**config.mk**
```make
export PLATFORM = sky130hd
export DESIGN_NAME = wb_arbiter
export DESIGN_NICKNAME = d
export VERILOG_FILES = /design/src/rtl/wb_arbiter_pkg.sv /design/src/rtl/wb_lane_buf.sv /design/src/rtl/wb_arbiter.sv
export SDC_FILE = /design/constraint.sdc
export NUM_CORES = 2
export LEC_CHECK = 0
export ABC_AREA = 0
export BUFFER_PORTS_ARGS = -buffer_cell sky130_fd_sc_hd__clkbuf_2
export CAP_MARGIN = 20
export CORE_ASPECT_RATIO = 1.25
export CORE_MARGIN = 2
export CORE_UTILIZATION = 56
export CTS_BUF_LIST = sky130_fd_sc_hd__clkbuf_4
export CTS_CLUSTER_SIZE = 28
export DETAILED_ROUTE_END_ITERATION = 7
export PLACE_DENSITY = 0.82
export SYNTH_ARGS = -nofsm -noshare
export SYNTH_HDL_FRONTEND = slang
export SYNTH_SLANG_ARGS = --single-unit
```
**constraint.sdc**
```tcl
create_clock -name clk -period 12.3 [get_ports clk]
set_clock_uncertainty 0.1 [all_clocks]
set_input_delay 1.23 -clock clk [delete_from_list [all_inputs] [get_ports clk]]
set_output_delay 1.23 -clock clk [all_outputs]
set_load 0.05 [all_outputs]
```
**src/rtl/wb_arbiter_pkg.sv**
```systemverilog
// Shared constants and the writeback entry type used by the arbiter and its lane buffers.
package wb_arbiter_pkg;

    localparam int FU_NUM    = 4;
    localparam int EPOCH_W   = 2;
    localparam int PHYS_REGS = 64;
    localparam int PHYS_W    = $clog2(PHYS_REGS);
    localparam int DW        = 32;

    // One buffered FU result.
    typedef struct packed {
        logic [PHYS_W-1:0]  pd;
        logic [DW-1:0]      data;
        logic [EPOCH_W-1:0] epoch;
    } wb_entry_t;

endpackage

```
**src/rtl/wb_lane_buf.sv**
```systemverilog
// Single FU lane buffer: DEPTH-entry in-order shift queue (entry 0 oldest)
// with push, pop, and flush compaction that keeps only entries of the
// surviving epoch. Reports how many entries the flush discarded.
module wb_lane_buf
    import wb_arbiter_pkg::*;
#(
    parameter  int DEPTH = 2,
    localparam int CNT_W = $clog2(DEPTH + 1)
) (
    input  logic               clk,
    input  logic               rst,
    input  logic               push_valid,
    input  wb_entry_t          push_entry,
    input  logic               pop,
    input  logic               flush_valid,
    input  logic [EPOCH_W-1:0] flush_epoch,
    output wb_entry_t          head,
    output logic [CNT_W-1:0]   count,
    output logic [CNT_W-1:0]   count_next,
    output logic               ready,
    output logic [CNT_W-1:0]   drop_num
);

    localparam logic [CNT_W-1:0] DEPTH_C = CNT_W'(DEPTH);
    localparam logic [CNT_W-1:0] ONE_C   = CNT_W'(1);

    wb_entry_t        entries_q [DEPTH];
    wb_entry_t        entries_d [DEPTH];
    logic [CNT_W-1:0] count_q;
    logic [CNT_W-1:0] count_d;
    logic [CNT_W-1:0] keep;
    logic [CNT_W-1:0] slot;
    logic             accept;

    // Ready depends only on registered occupancy, never on this cycle's pop.
    assign ready      = (count_q < DEPTH_C);
    assign accept     = push_valid && ready;
    assign head       = entries_q[0];
    assign count      = count_q;
    assign count_next = count_d;

    // Next queue contents: flush compaction, or shift-on-pop followed by push.
    always_comb begin
        entries_d = entries_q;
        count_d   = count_q;
        drop_num  = '0;
        keep      = '0;
        slot      = count_q;
        if (flush_valid) begin
            for (int i = 0; i < DEPTH; i++) begin
                if (CNT_W'(i) < count_q) begin
                    if (entries_q[i].epoch == flush_epoch) begin
                        for (int j = 0; j < DEPTH; j++) begin
                            if (CNT_W'(j) == keep) entries_d[j] = entries_q[i];
                        end
                        keep = keep + ONE_C;
                    end else begin
                        drop_num = drop_num + ONE_C;
                    end
                end
            end
            // A push racing the flush completes its handshake but is discarded if stale.
            if (accept) begin
                if (push_entry.epoch == flush_epoch) begin
                    for (int j = 0; j < DEPTH; j++) begin
                        if (CNT_W'(j) == keep) entries_d[j] = push_entry;
                    end
                    keep = keep + ONE_C;
                end else begin
                    drop_num = drop_num + ONE_C;
                end
            end
            count_d = keep;
        end else begin
            if (pop) begin
                for (int i = 0; i < DEPTH - 1; i++) entries_d[i] = entries_q[i + 1];
                slot = count_q - ONE_C;
            end
            if (accept) begin
                for (int j = 0; j < DEPTH; j++) begin
                    if (CNT_W'(j) == slot) entries_d[j] = push_entry;
                end
            end
            count_d = slot + CNT_W'(accept);
        end
    end

    // Queue storage and occupancy.
    always_ff @(posedge clk or posedge rst) begin
        if (rst) begin
            entries_q <= '{default: '0};
            count_q   <= '0;
        end else begin
            entries_q <= entries_d;
            count_q   <= count_d;
        end
    end

endmodule

```
**src/rtl/wb_arbiter.sv**
```systemverilog
// Writeback arbiter: buffers results from FU_NUM lanes and serialises them
// onto the single PRF writeback port through a round-robin grant and a
// registered output stage. Flush drops buffered results of stale epochs.
module wb_arbiter
    import wb_arbiter_pkg::*;
#(
    parameter  int DEPTH  = 2,
    localparam int CNT_W  = $clog2(DEPTH + 1),
    localparam int PEND_W = $clog2(FU_NUM * DEPTH + 1),
    localparam int PTR_W  = (FU_NUM > 1) ? $clog2(FU_NUM) : 1
) (
    input  logic                            clk,
    input  logic                            rst,
    input  logic [FU_NUM-1:0]               in_valid,
    output logic [FU_NUM-1:0]               in_ready,
    input  logic [FU_NUM-1:0][PHYS_W-1:0]   in_pd,
    input  logic [FU_NUM-1:0][DW-1:0]       in_data,
    input  logic [FU_NUM-1:0][EPOCH_W-1:0]  in_epoch,
    input  logic                            flush_valid,
    input  logic [EPOCH_W-1:0]              flush_epoch,
    output logic                            wb_valid,
    output logic [PHYS_W-1:0]               wb_pd,
    output logic [DW-1:0]                   wb_data,
    output logic [EPOCH_W-1:0]              wb_epoch,
    output logic [PEND_W-1:0]               pending,
    output logic [15:0]                     drop_cnt
);

    wb_entry_t        lane_in   [FU_NUM];
    wb_entry_t        lane_head [FU_NUM];
    logic [CNT_W-1:0] lane_cnt  [FU_NUM];
    logic [CNT_W-1:0] lane_nxt  [FU_NUM];
    logic [CNT_W-1:0] lane_drop [FU_NUM];
    logic [FU_NUM-1:0] lane_pop;

    logic              gnt_found;
    logic              grant;
    logic [PTR_W-1:0]  gnt_idx;
    logic [PTR_W-1:0]  rr_ptr_q, rr_ptr_d;
    logic              wb_valid_q, wb_valid_d;
    wb_entry_t         wb_entry_q, wb_entry_d;
    logic [PEND_W-1:0] pending_q, pending_d;
    logic [15:0]       drop_cnt_q, drop_cnt_d;
    logic [16:0]       drop_sum;

    for (genvar g = 0; g < FU_NUM; g++) begin : g_lane
        assign lane_in[g] = {in_pd[g], in_data[g], in_epoch[g]};

        wb_lane_buf #(.DEPTH(DEPTH)) u_lane (
            .clk        (clk),
            .rst        (rst),
            .push_valid (in_valid[g]),
            .push_entry (lane_in[g]),
            .pop        (lane_pop[g]),
            .flush_valid(flush_valid),
            .flush_epoch(flush_epoch),
            .head       (lane_head[g]),
            .count      (lane_cnt[g]),
            .count_next (lane_nxt[g]),
            .ready      (in_ready[g]),
            .drop_num   (lane_drop[g])
        );
    end

    // Round-robin pick of the first non-empty lane starting at rr_ptr; no grant during flush.
    always_comb begin
        gnt_found = 1'b0;
        gnt_idx   = '0;
        for (int k = 0; k < FU_NUM; k++) begin
            if (!gnt_found && (lane_cnt[(int'(rr_ptr_q) + k) % FU_NUM] != '0)) begin
                gnt_found = 1'b1;
                gnt_idx   = PTR_W'((int'(rr_ptr_q) + k) % FU_NUM);
            end
        end
        grant = gnt_found && !flush_valid;
        for (int i = 0; i < FU_NUM; i++) begin
            lane_pop[i] = grant && (gnt_idx == PTR_W'(i));
        end
    end

    // Next output stage, pointer and counters.
    always_comb begin
        wb_valid_d = grant;
        wb_entry_d = grant ? lane_head[gnt_idx] : wb_entry_q;
        rr_ptr_d   = grant ? PTR_W'((int'(gnt_idx) + 1) % FU_NUM) : rr_ptr_q;
        pending_d  = '0;
        drop_sum   = {1'b0, drop_cnt_q};
        for (int i = 0; i < FU_NUM; i++) begin
            pending_d = pending_d + PEND_W'(lane_nxt[i]);
            drop_sum  = drop_sum + 17'(lane_drop[i]);
        end
        drop_cnt_d = drop_sum[16] ? 16'hFFFF : drop_sum[15:0];
    end

    // Registered writeback stage and bookkeeping state.
    always_ff @(posedge clk or posedge rst) begin
        if (rst) begin
            wb_valid_q <= 1'b0;
            wb_entry_q <= '0;
            rr_ptr_q   <= '0;
            pending_q  <= '0;
            drop_cnt_q <= '0;
        end else begin
            wb_valid_q <= wb_valid_d;
            wb_entry_q <= wb_entry_d;
            rr_ptr_q   <= rr_ptr_d;
            pending_q  <= pending_d;
            drop_cnt_q <= drop_cnt_d;
        end
    end

    assign wb_valid = wb_valid_q;
    assign wb_pd    = wb_entry_q.pd;
    assign wb_data  = wb_entry_q.data;
    assign wb_epoch = wb_entry_q.epoch;
    assign pending  = pending_q;
    assign drop_cnt = drop_cnt_q;

endmodule

```
==> run metrics <==
CTS Hold Bufs 0; initial DRC count 2220; CTS Root Cell clkbuf_4; CTS max path bufs 3; Via density 6.57; Reg2Reg Setup Slack 6.43 ns; yosys warns 0; Final Hold Viols 0; Placer Congestion 0.880; kind of critical path flip-flop to flip-flop; Slowest-stage cell, CP nor4_4; Fmax 170 MHz; Post-synth EDFFs 0; crit start category flip-flop; share of the synthesized area in the top cell type 42.3%; syn_area_per_cell 9.98 um^2; Yosys reg bits 391; Peak VDD IR 0.274 mV; WL final 69800 um; WL/cell 22.3 um; cells along the critical path nor4_4, a2111oi_0, nor2_4, buf_4, ha_1, nand2b_1, a21oi_4, buf_4, xnor2_1, ha_1, xnor2_1, o21a_1, fa_1, fa_1, ha_1, fa_1; row count 83; Die H 231 um; Filler cells 3332; RSZ-0062 raised after global routing no; Pwr Total 7.96 mW; Crit. path cell count 16; setup_tns 0 ns; layout cells sized above 1 26.1%; Global Route Usage Sum 32.4%; worst hold margin 0.404 ns; endpoint class of the critical path flip-flop; initial core utilization 56.5%; capture point of the worst path pending[2]; area leader, netlist dfrtp_1; H-tree levels 3; Layout area overhead 12.5%; Min-Delay Path Class input pin to asynchronous set/reset pin; CP arrival 6.49 ns; fraction of registers with async set/reset 100%; slew margin rel. 32.5%; Final period util 47.7%; Die ar. 0.0430 mm^2; Cell Area, Synth 0.0231 mm^2; number of buffers added on ports 233; I/O pin cnt 234; CP required 12.92 ns; grt total ovfl 0; Place WS 6.30 ns; clock transition at the registers of the reported paths 0.07 ns; worst r2r path cells 16; nets 2708; max_cap viols 0; antenna violations before repair 12; CP Launch Point g_lane[1].u_lane.count[1]; Post-CTS Setup Inserts 0; TritonRoute pass-1 iters 8; Worst Tran Pin Value 1.01 ns; clock sink count 391; Final HPWL DP 45400 um; post-layout min period 5.87 ns; worst setup margin 6.43 ns; most frequent cell after synthesis dfrtp_1; vias in the first global route 20733; Crit path largest cell delay 0.71 ns; pwr dens 306 mW/mm^2; worst-skew pair later-pin latency 0.85 ns; sequential-to-total area share from yosys stat 42.3%; core area 0.0409 mm^2; Die Wd 186 um; WP buf/inv 2; # setup viols final 0; routed via count 20552; Residual DRC 0; reg-to-reg critical path endpoint pending[2]; CP max FO 41; run status complete, no violations; Post-Synthesis Cells 2319; worst r2r src g_lane[1].u_lane.count[1]; Final ANT Viol Nets 0; CTS tree done; Worst path top cell family by delay adder cells; Netlist cell types 63; first-pass GRT wire length 110000 um; Synth area leaders dfrtp_1 42%, mux2_2 9.7%, mux2i_1 9.0%; PostCTS Resize Cnt 0; synthesized net count 2536; LEAKAGE 11.6 nW; Final Max Slew Viols 0; top_reg_cell synth dfrtp_1; CTS buffer count 102; top post-synthesis cells by count 391 x dfrtp_1, 253 x nor3_1, 209 x mux2i_1, 199 x mux2_2, 150 x nor2_1; largest net degree at the start of global routing 181
[report_power, final]
part / switching (mW) / internal (mW) / leakage (nW)
logic: 2.49 / 1.77 / 6.21
clock network: 0.562 / 0.604 / 0.777
registers: 0.590 / 1.95 / 4.66
[cells in the final DEF (no fill, tap or decap), types with 11 or more instances in the layout]
| cell type | n |
|---|---|
| inv_1 | 74 |
| o41ai_1 | 81 |
| a21o_1 | 85 |
| clkbuf_4 | 152 |
| clkbuf_2 | 232 |
| mux2_2 | 199 |
| dfrtp_1 | 391 |
| a211oi_1 | 40 |
| ha_1 | 38 |
| nor3_1 | 250 |
| nor2b_1 | 41 |
| nor2_1 | 146 |
| mux2i_1 | 206 |
| xnor2_1 | 28 |
| o21ai_0 | 128 |
| or3_1 | 41 |
| o22ai_1 | 80 |
| nand2_1 | 53 |
| diode_2 | 11 |
| a21oi_1 | 48 |
| a222oi_1 | 40 |
| buf_4 | 33 |
| xor2_1 | 21 |
| clkinv_1 | 18 |
| nand3_1 | 12 |
[worst min path at each step]
stage,start,endpoint,slack (ns)
after floorplan,g_lane[3].u_lane.entries_q[39],g_lane[3].u_lane.entries_q[39],0.38
after global placement,g_lane[3].u_lane.entries_q[39],g_lane[3].u_lane.entries_q[39],0.39
after detailed placement,g_lane[3].u_lane.entries_q[39],g_lane[3].u_lane.entries_q[39],0.41
after CTS,rst,g_lane[2].u_lane.entries_q[2],0.42
after global routing,rst,g_lane[2].u_lane.entries_q[2],0.44
final,rst,g_lane[2].u_lane.entries_q[2],0.40
[logic make-up (layout without fill, tap and decap cells)]
logic type | Yosys count | after routing | synth area share, %
xor+xnor | 49 | 49 | 1.86
simple gates | 594 | 594 | 12.6
flops | 391 | 391 | 42.3
compound gates | 539 | 539 | 16.1
fa+ha+maj | 48 | 48 | 2.92
mux | 414 | 414 | 19.0
other cells | 0 | 11 | 0
buf+inv | 284 | 529 | 5.24
[final cells by class]
type / count / area (um^2) / share of cell area (%)
Inverter: 79 / 304 / 1.17
Tap cell: 552 / 691 / 2.65
Timing Repair Buffer: 273 / 1570 / 6.03
Clock inverter: 25 / 163 / 0.625
Multi-Input combinational cell: 1644 / 12300 / 47.4
Antenna cell: 11 / 27.5 / 0.106
Sequential cell: 391 / 9780 / 37.6
Clock buffer: 152 / 1140 / 4.39
[per-stage QoR]
stage | util, % | instances | instance area, um^2
2_1_floorplan | - | 2319 | 23100
3_3_place_gp | 60.0 | 2933 | 24600
3_5_place_dp | 60.2 | 2936 | 24600
4_1_cts | 63.3 | 3113 | 25900
5_1_grt | 63.6 | 3124 | 26000
6_report | 63.6 | 3127 | 26000
[sequential cells by signal, indices dropped and copies added (netlist names)]
name                     count
drop_cnt                    16
g_lane.u_lane.count          8
g_lane.u_lane.entries_q    160
g_lane.u_lane.head         160
pending                      4
rr_ptr_q                     2
wb_data                     32
wb_epoch                     2
wb_pd                        6
wb_valid                     1
[layer usage]
| layer | global-route usage (%) | routed length (um) | share of wire, % |
|---|---|---|---|
| met1 | 41.2 | 26300 | 38 |
| met2 | 51.8 | 33700 | 48 |
| met3 | 7.59 | 6780 | 9.7 |
| met4 | 16.5 | 3020 | 4.3 |
| met5 | 0 | 11 | 0.016 |
[worst register-to-register path, delay by kind of cell (launching register included)]
kind / cells / cell delay [ns]
simple gates: 3 / 0.99
fa+ha+maj: 6 / 2.23
flops: 1 / 0.48
xor+xnor: 2 / 0.30
buf+inv: 2 / 1.10
compound gates: 3 / 0.58
(Power assumes the default switching activity.)
